`config.mk`:
```
export PLATFORM = sky130hd
export DESIGN_NAME = sfifo_stream_reader_flat
export DESIGN_NICKNAME = d
export VERILOG_FILES = /design/src/rtl/fifo_pkg.sv /design/src/rtl/sfifo_stream_reader_if.sv /design/src/rtl/stream_buf2.sv /design/src/rtl/sfifo_stream_reader.sv /design/src/flat_wrapper.sv
export SDC_FILE = /design/constraint.sdc
export NUM_CORES = 1
export LEC_CHECK = 0
export ABC_CLOCK_PERIOD_IN_PS = 3090
export BUFFER_PORTS_ARGS = -buffer_cell sky130_fd_sc_hd__buf_2
export CAP_MARGIN = 10
export CORE_MARGIN = 2
export CORE_UTILIZATION = 52
export DETAILED_ROUTE_END_ITERATION = 10
export PLACE_DENSITY = 0.76
export SKIP_LAST_GASP = 1
export SYNTH_ARGS = -nofsm -noshare
export SYNTH_HDL_FRONTEND = slang
export SYNTH_SLANG_ARGS = --single-unit
```
`constraint.sdc`:
```
create_clock -name clk -period 3.09 [get_ports clk]
set_input_delay 0.1545 -clock clk [delete_from_list [all_inputs] [get_ports clk]]
set_output_delay 0.1545 -clock clk [all_outputs]
set_load 0.05 [all_outputs]
```
`src/rtl/fifo_pkg.sv`:
```
// Constants shared by the FIFO read-side stream adapter and its buffer.
package fifo_pkg;
    localparam int RD_LATENCY    = 1;
    localparam int OUT_BUF_DEPTH = 2;
    localparam int CNT_W         = $clog2(OUT_BUF_DEPTH + 1);
endpackage

```
`src/rtl/sfifo_stream_reader_if.sv`:
```
// FIFO read port plus valid/ready output stream seen by sfifo_stream_reader.
interface sfifo_stream_reader_if #(
    parameter int Width    = 8,
    parameter int LenWidth = 8
);
    logic                FIFOEmpty;
    logic [Width-1:0]    RDData;
    logic                FIFORdReq;
    logic [LenWidth-1:0] BurstLen;
    logic [Width-1:0]    OutData;
    logic                OutValid;
    logic                OutReady;
    logic                OutLast;

    modport master (
        input  FIFOEmpty, RDData, BurstLen, OutReady,
        output FIFORdReq, OutData, OutValid, OutLast
    );

    modport slave (
        output FIFOEmpty, RDData, BurstLen, OutReady,
        input  FIFORdReq, OutData, OutValid, OutLast
    );
endinterface

```
`src/rtl/stream_buf2.sv`:
```
// Small register FIFO; head entry is always slot 0 so head_data is a plain register.
module stream_buf2
    import fifo_pkg::*;
#(
    parameter int Width = 8
) (
    input  logic             clk,
    input  logic             reset,
    input  logic             push,
    input  logic [Width-1:0] push_data,
    input  logic             pop,
    output logic [Width-1:0] head_data,
    output logic [CNT_W-1:0] count
);
    logic [Width-1:0] mem_reg   [OUT_BUF_DEPTH];
    logic [Width-1:0] shift_src [OUT_BUF_DEPTH];
    logic [CNT_W-1:0] count_reg;
    logic [CNT_W-1:0] count_next;
    logic [CNT_W-1:0] wr_idx;
    logic             pop_ok;

    assign pop_ok     = pop && (count_reg != '0);
    // On a simultaneous pop the tail moves down one slot, so the push lands one lower.
    assign wr_idx     = pop_ok ? count_reg - CNT_W'(1) : count_reg;
    assign count_next = count_reg + CNT_W'(push) - CNT_W'(pop_ok);

    for (genvar gi = 0; gi < OUT_BUF_DEPTH; gi++) begin : g_shift
        if (gi < OUT_BUF_DEPTH - 1) begin : g_mid
            assign shift_src[gi] = mem_reg[gi+1];
        end else begin : g_top
            assign shift_src[gi] = mem_reg[gi];
        end
    end

    always_ff @(posedge clk) begin
        if (reset) begin
            count_reg <= '0;
            for (int i = 0; i < OUT_BUF_DEPTH; i++) mem_reg[i] <= '0;
        end else begin
            count_reg <= count_next;
            for (int i = 0; i < OUT_BUF_DEPTH; i++) begin
                if (push && (wr_idx == CNT_W'(i))) mem_reg[i] <= push_data;
                else if (pop_ok)                   mem_reg[i] <= shift_src[i];
            end
        end
    end

    assign head_data = mem_reg[0];
    assign count     = count_reg;
endmodule

```
`src/rtl/sfifo_stream_reader.sv`:
```
// Converts a one-cycle-latency FIFO read port into a full-throughput valid/ready
// stream with an optional burst framer driving OutLast.
module sfifo_stream_reader
    import fifo_pkg::*;
#(
    parameter int Width    = 8,
    parameter int LenWidth = 8
) (
    input  logic                  clk,
    input  logic                  reset,
    sfifo_stream_reader_if.master bus
);
    localparam int SW = CNT_W + 1;

    logic [CNT_W-1:0]    occ;
    logic                inflight_reg;
    logic [LenWidth-1:0] beat_reg;
    logic [LenWidth-1:0] cur_len_reg;
    logic [LenWidth-1:0] len;
    logic [SW-1:0]       space;
    logic                transfer;
    logic                last;

    stream_buf2 #(.Width(Width)) u_buf (
        .clk       (clk),
        .reset     (reset),
        .push      (inflight_reg),
        .push_data (bus.RDData),
        .pop       (transfer),
        .head_data (bus.OutData),
        .count     (occ)
    );

    assign bus.OutValid = (occ != '0);
    assign transfer     = bus.OutValid && bus.OutReady;

    // Credits: free slots minus the word already on its way, plus the slot freed this edge.
    assign space = SW'(OUT_BUF_DEPTH) - SW'(occ) - SW'(inflight_reg) + SW'(transfer);
    assign bus.FIFORdReq = !reset && !bus.FIFOEmpty && (space != '0);

    // The first word of a burst must see the live length since cur_len is not loaded yet.
    assign len  = (beat_reg == '0) ? bus.BurstLen : cur_len_reg;
    assign last = bus.OutValid && (len != '0) && (beat_reg == len - LenWidth'(1));
    assign bus.OutLast = last;

    always_ff @(posedge clk) begin
        if (reset) begin
            inflight_reg <= 1'b0;
            beat_reg     <= '0;
            cur_len_reg  <= '0;
        end else begin
            inflight_reg <= bus.FIFORdReq;
            if (transfer) begin
                if (beat_reg == '0) cur_len_reg <= bus.BurstLen;
                beat_reg <= last ? '0 : beat_reg + LenWidth'(1);
            end
            assert (int'(occ) + int'(inflight_reg) <= OUT_BUF_DEPTH);
        end
    end
endmodule
```
`src/flat_wrapper.sv`:
```
// flat-port wrapper written by rule: the top's interface ports become plain ports
module sfifo_stream_reader_flat import fifo_pkg::*;
#(
    parameter int Width    = 8,
    parameter int LenWidth = 8
)
  (clk, reset, bus_FIFOEmpty, bus_RDData, bus_BurstLen, bus_OutReady, bus_FIFORdReq, bus_OutData, bus_OutValid, bus_OutLast);
  sfifo_stream_reader_if #(.Width(Width), .LenWidth(LenWidth)) bus_i ();
  input  logic clk;
  input  logic reset;
  input wire logic [$bits(bus_i.FIFOEmpty)-1:0] bus_FIFOEmpty;
  input wire logic [$bits(bus_i.RDData)-1:0] bus_RDData;
  input wire logic [$bits(bus_i.BurstLen)-1:0] bus_BurstLen;
  input wire logic [$bits(bus_i.OutReady)-1:0] bus_OutReady;
  output wire logic [$bits(bus_i.FIFORdReq)-1:0] bus_FIFORdReq;
  output wire logic [$bits(bus_i.OutData)-1:0] bus_OutData;
  output wire logic [$bits(bus_i.OutValid)-1:0] bus_OutValid;
  output wire logic [$bits(bus_i.OutLast)-1:0] bus_OutLast;
  assign bus_i.FIFOEmpty = bus_FIFOEmpty;
  assign bus_i.RDData = bus_RDData;
  assign bus_i.BurstLen = bus_BurstLen;
  assign bus_i.OutReady = bus_OutReady;
  assign bus_FIFORdReq = bus_i.FIFORdReq;
  assign bus_OutData = bus_i.OutData;
  assign bus_OutValid = bus_i.OutValid;
  assign bus_OutLast = bus_i.OutLast;
  sfifo_stream_reader #(.Width(Width), .LenWidth(LenWidth)) u_core (.clk(clk), .reset(reset), .bus(bus_i));
endmodule
```
==> results.md <==
* Status: complete, but fails checks
* Failing checks: setup timing
* Unique masters post-synth at 49
* Final net count at 322
* PnR Total Power at 2.12 mW
* Worst Hold Path EP: u_core.inflight_reg
* Endpoint kind of the worst setup timing path: primary output
* First-pass GRT wire length at 9760 um
* Top-area cell type share of the netlist area at 20.9%
* Core area at 4290 um2
* Worst slew pin tran at 1.03 ns
* Yosys reg bits at 35
* Final hold violations at 0
* GRT Util Overall at 24.7%
* IO buf count at 30
* Cells after Synth at 252
* Placed wire-length estimate at 4090 um
* Worst slew margin at 30.7%
* Worst Path Arrival at 2.96 ns
* Met2 wire len at 2930 um
* Max Used Layer: met4
* Cell taking the most area after synthesis: edfxtp_1
* Detailed-route via count at 2106
* Hold Startpoint: bus_FIFOEmpty
* Die area at 4970 um2
* Max frequency at 0.321 GHz
* Top Ports at 31
* Finished Layout Cells at 346
* Post-Syn Nets at 281
* Clock Latency Late Sink at 0.29 ns
* Worst r2r dst: u_core.beat_reg[0]
* DIE HEIGHT at 70.5 um
* Post-synth EDFFs at 16
* Slew Viols, Final at 0
* Required time of the critical path at 2.94 ns
* Root buf cell: clkbuf_8
* Initial antenna violation count at 0
* Grt total ovfl at 0
* Placed cells at 331
* Via/cell ratio at 6.09
* Max reg flops at 16
* Cells on worst reg2reg path at 14
* Setup slack, reg-to-reg at 0.21 ns
* Post-Syn Area at 2300 um2
* M1 WL at 2430 um
* CTS tree: built
* DRC violations left at 0
* Register area share after synthesis at 37.4%
* ANT nets after route at 0
* Min-delay worst type: in -> reg
* # setup viols final at 1
* Share of layout cells above drive strength 1 at 26.9%
* Die Wd at 70.5 um
* Routability cong. at 0.886
* Main synth FF type: dfxtp_1
* Cts hold-fix bufs at 0
* Leakage at 1.16 nW
* YS warnings at 0
* Max-cap violation count at 0
* WL met3 at 354 um
* P&R area growth vs syn at 20.2%
* PD cells at 765 nW/um2
* Initial DRT Pass Iterations at 4
* Largest net degree at the start of global routing at 30
* Max Root-Sink Buffers at 2
* Critical Path Fanout Max at 4
* Number of global-route vias before repair at 2034
* Num CTS Buffers at 5
* Fin worst setup slack at -0.0288 ns
* Hold Slack at 0.0455 ns
* Final min period at 3.12 ns
* Place WS at -0.00249 ns
* Initial Util at 53.6%
* Ant. Diodes at 0
* Ranking of synthesized cells by area: edfxtp_1, dfxtp_1, mux2i_1
* Critical Path Start Type: flip-flop
* Setup CP Type: reg -> out
* Drt wl/cell at 16.9 um
* Reg2Reg Launch Point: u_core.beat_reg[0]
* Std cell rows at 24
* CTS clk-pin slew, worst paths at 0.08 ns
* Clk sinks at 35
* Skew final at 0.00314 ns
* Final worst path period share at 101%
* Max VDD drop at 0.452 mV
* Iter 0 DRT Violations at 235
* Syn Area/Cell at 9.13 um2
* Unrepaired setup endpoints after global routing: true
* Worst Hold Depth at 2
* H-tree depth at 2
* Asr flop ratio synth at 0%
* Drt total wl at 5860 um
## power breakdown
part           total [mW]  leakage, nW  internal (mW)  switching [mW]
clock               0.348       0.0408          0.161           0.186
sequential          0.686        0.324          0.605          0.0808
combinational        1.08        0.800          0.409           0.674
total                2.12         1.16           1.18           0.941
## worst max-delay path by stage
stage                                   from           to  slack, ns  cells after the start
after floorplan           u_core.beat_reg[0]  bus_OutLast      -0.19                     12
after global placement    u_core.beat_reg[0]  bus_OutLast       0.18                     13
after detailed placement  u_core.beat_reg[0]  bus_OutLast     -0.002                     13
after CTS                 u_core.beat_reg[1]  bus_OutLast       0.01                     13
after global routing      u_core.beat_reg[0]  bus_OutLast      -0.20                     13
final                     u_core.beat_reg[0]  bus_OutLast      -0.03                     13
## metrics by stage
stage / util, % / setup TNS, ns / cell area [um2]
floorplan: - / -0.191 / 2310
finish: 64.4 / -0.0288 / 2770
global placement: 59.1 / 0 / 2540
detailed placement: 59.1 / -0.00249 / 2540
global route: 64.4 / -0.205 / 2770
CTS: 63.8 / 0 / 2740
## logic make-up (layout without fill, tap and decap cells)
family          after synthesis  after routing  synth area share [%]
buf+inv                      28             70                  5.44
flops                        35             35                  37.4
simple gates                 97             97                  23.4
fa+ha+maj                     9              9                  5.22
xor+xnor                     13             13                  4.95
compound gates               54             54                  16.6
mux                          16             16                  6.96
## cells in the final DEF, fill, tap and decap left out, drive strengths merged, types with 9 or more instances in the layout
cell and n:
nor3 11, nor2 30, a211oi 11, dfxtp 19, mux2i 16, buf 49
edfxtp 16, inv 14, xnor2 10, nand2 9
## metal layers
metal	global-route usage, %	vias up
met4	9.40	0
met5	0	-
met3	5.05	21
li1	-	1022
met1	30.4	973
met2	42.5	90
## cells in the mapped netlist (all sizes together), types with 8 or more instances
cell type and instances:
nand2 9, inv 13, a211oi 11, mux2i 16, nor2 30, xnor2 10
edfxtp 16, dfxtp 19, a21oi 8, and2 8, ha 8, nor3 11
nand3 8, buf 10
## cell type report
type	instances	area, um2
tap	52	65.1
inverter	13	48.8
sequential	35	863
fill	356	1530
multi-input combinational	189	1400
clock buffer	5	68.8
timing repair buffer	49	299
clock inverter	3	23.8
## critical path: stages, from the launching register on
cell and delay, ns:
dfxtp_2 0.34, inv_2 0.07, ha_4 0.13, nor4b_4 0.26, nand2_2 0.17, mux2i_2 0.21
buf_4 0.14, ha_2 0.18, nor4b_2 0.17, a211oi_2 0.20, nand4b_1 0.20, nor4_4 0.21
a21boi_2 0.22, buf_6 0.17
## timing repair
action | 4_1_cts | 5_1_grt
pin swaps | 6 | 4
setup buffers | 7 | 0
resized for setup | 16 | 5
setup endpoints to repair | 1 | 3
No activity file was read; power rests on OpenSTA's default activity.
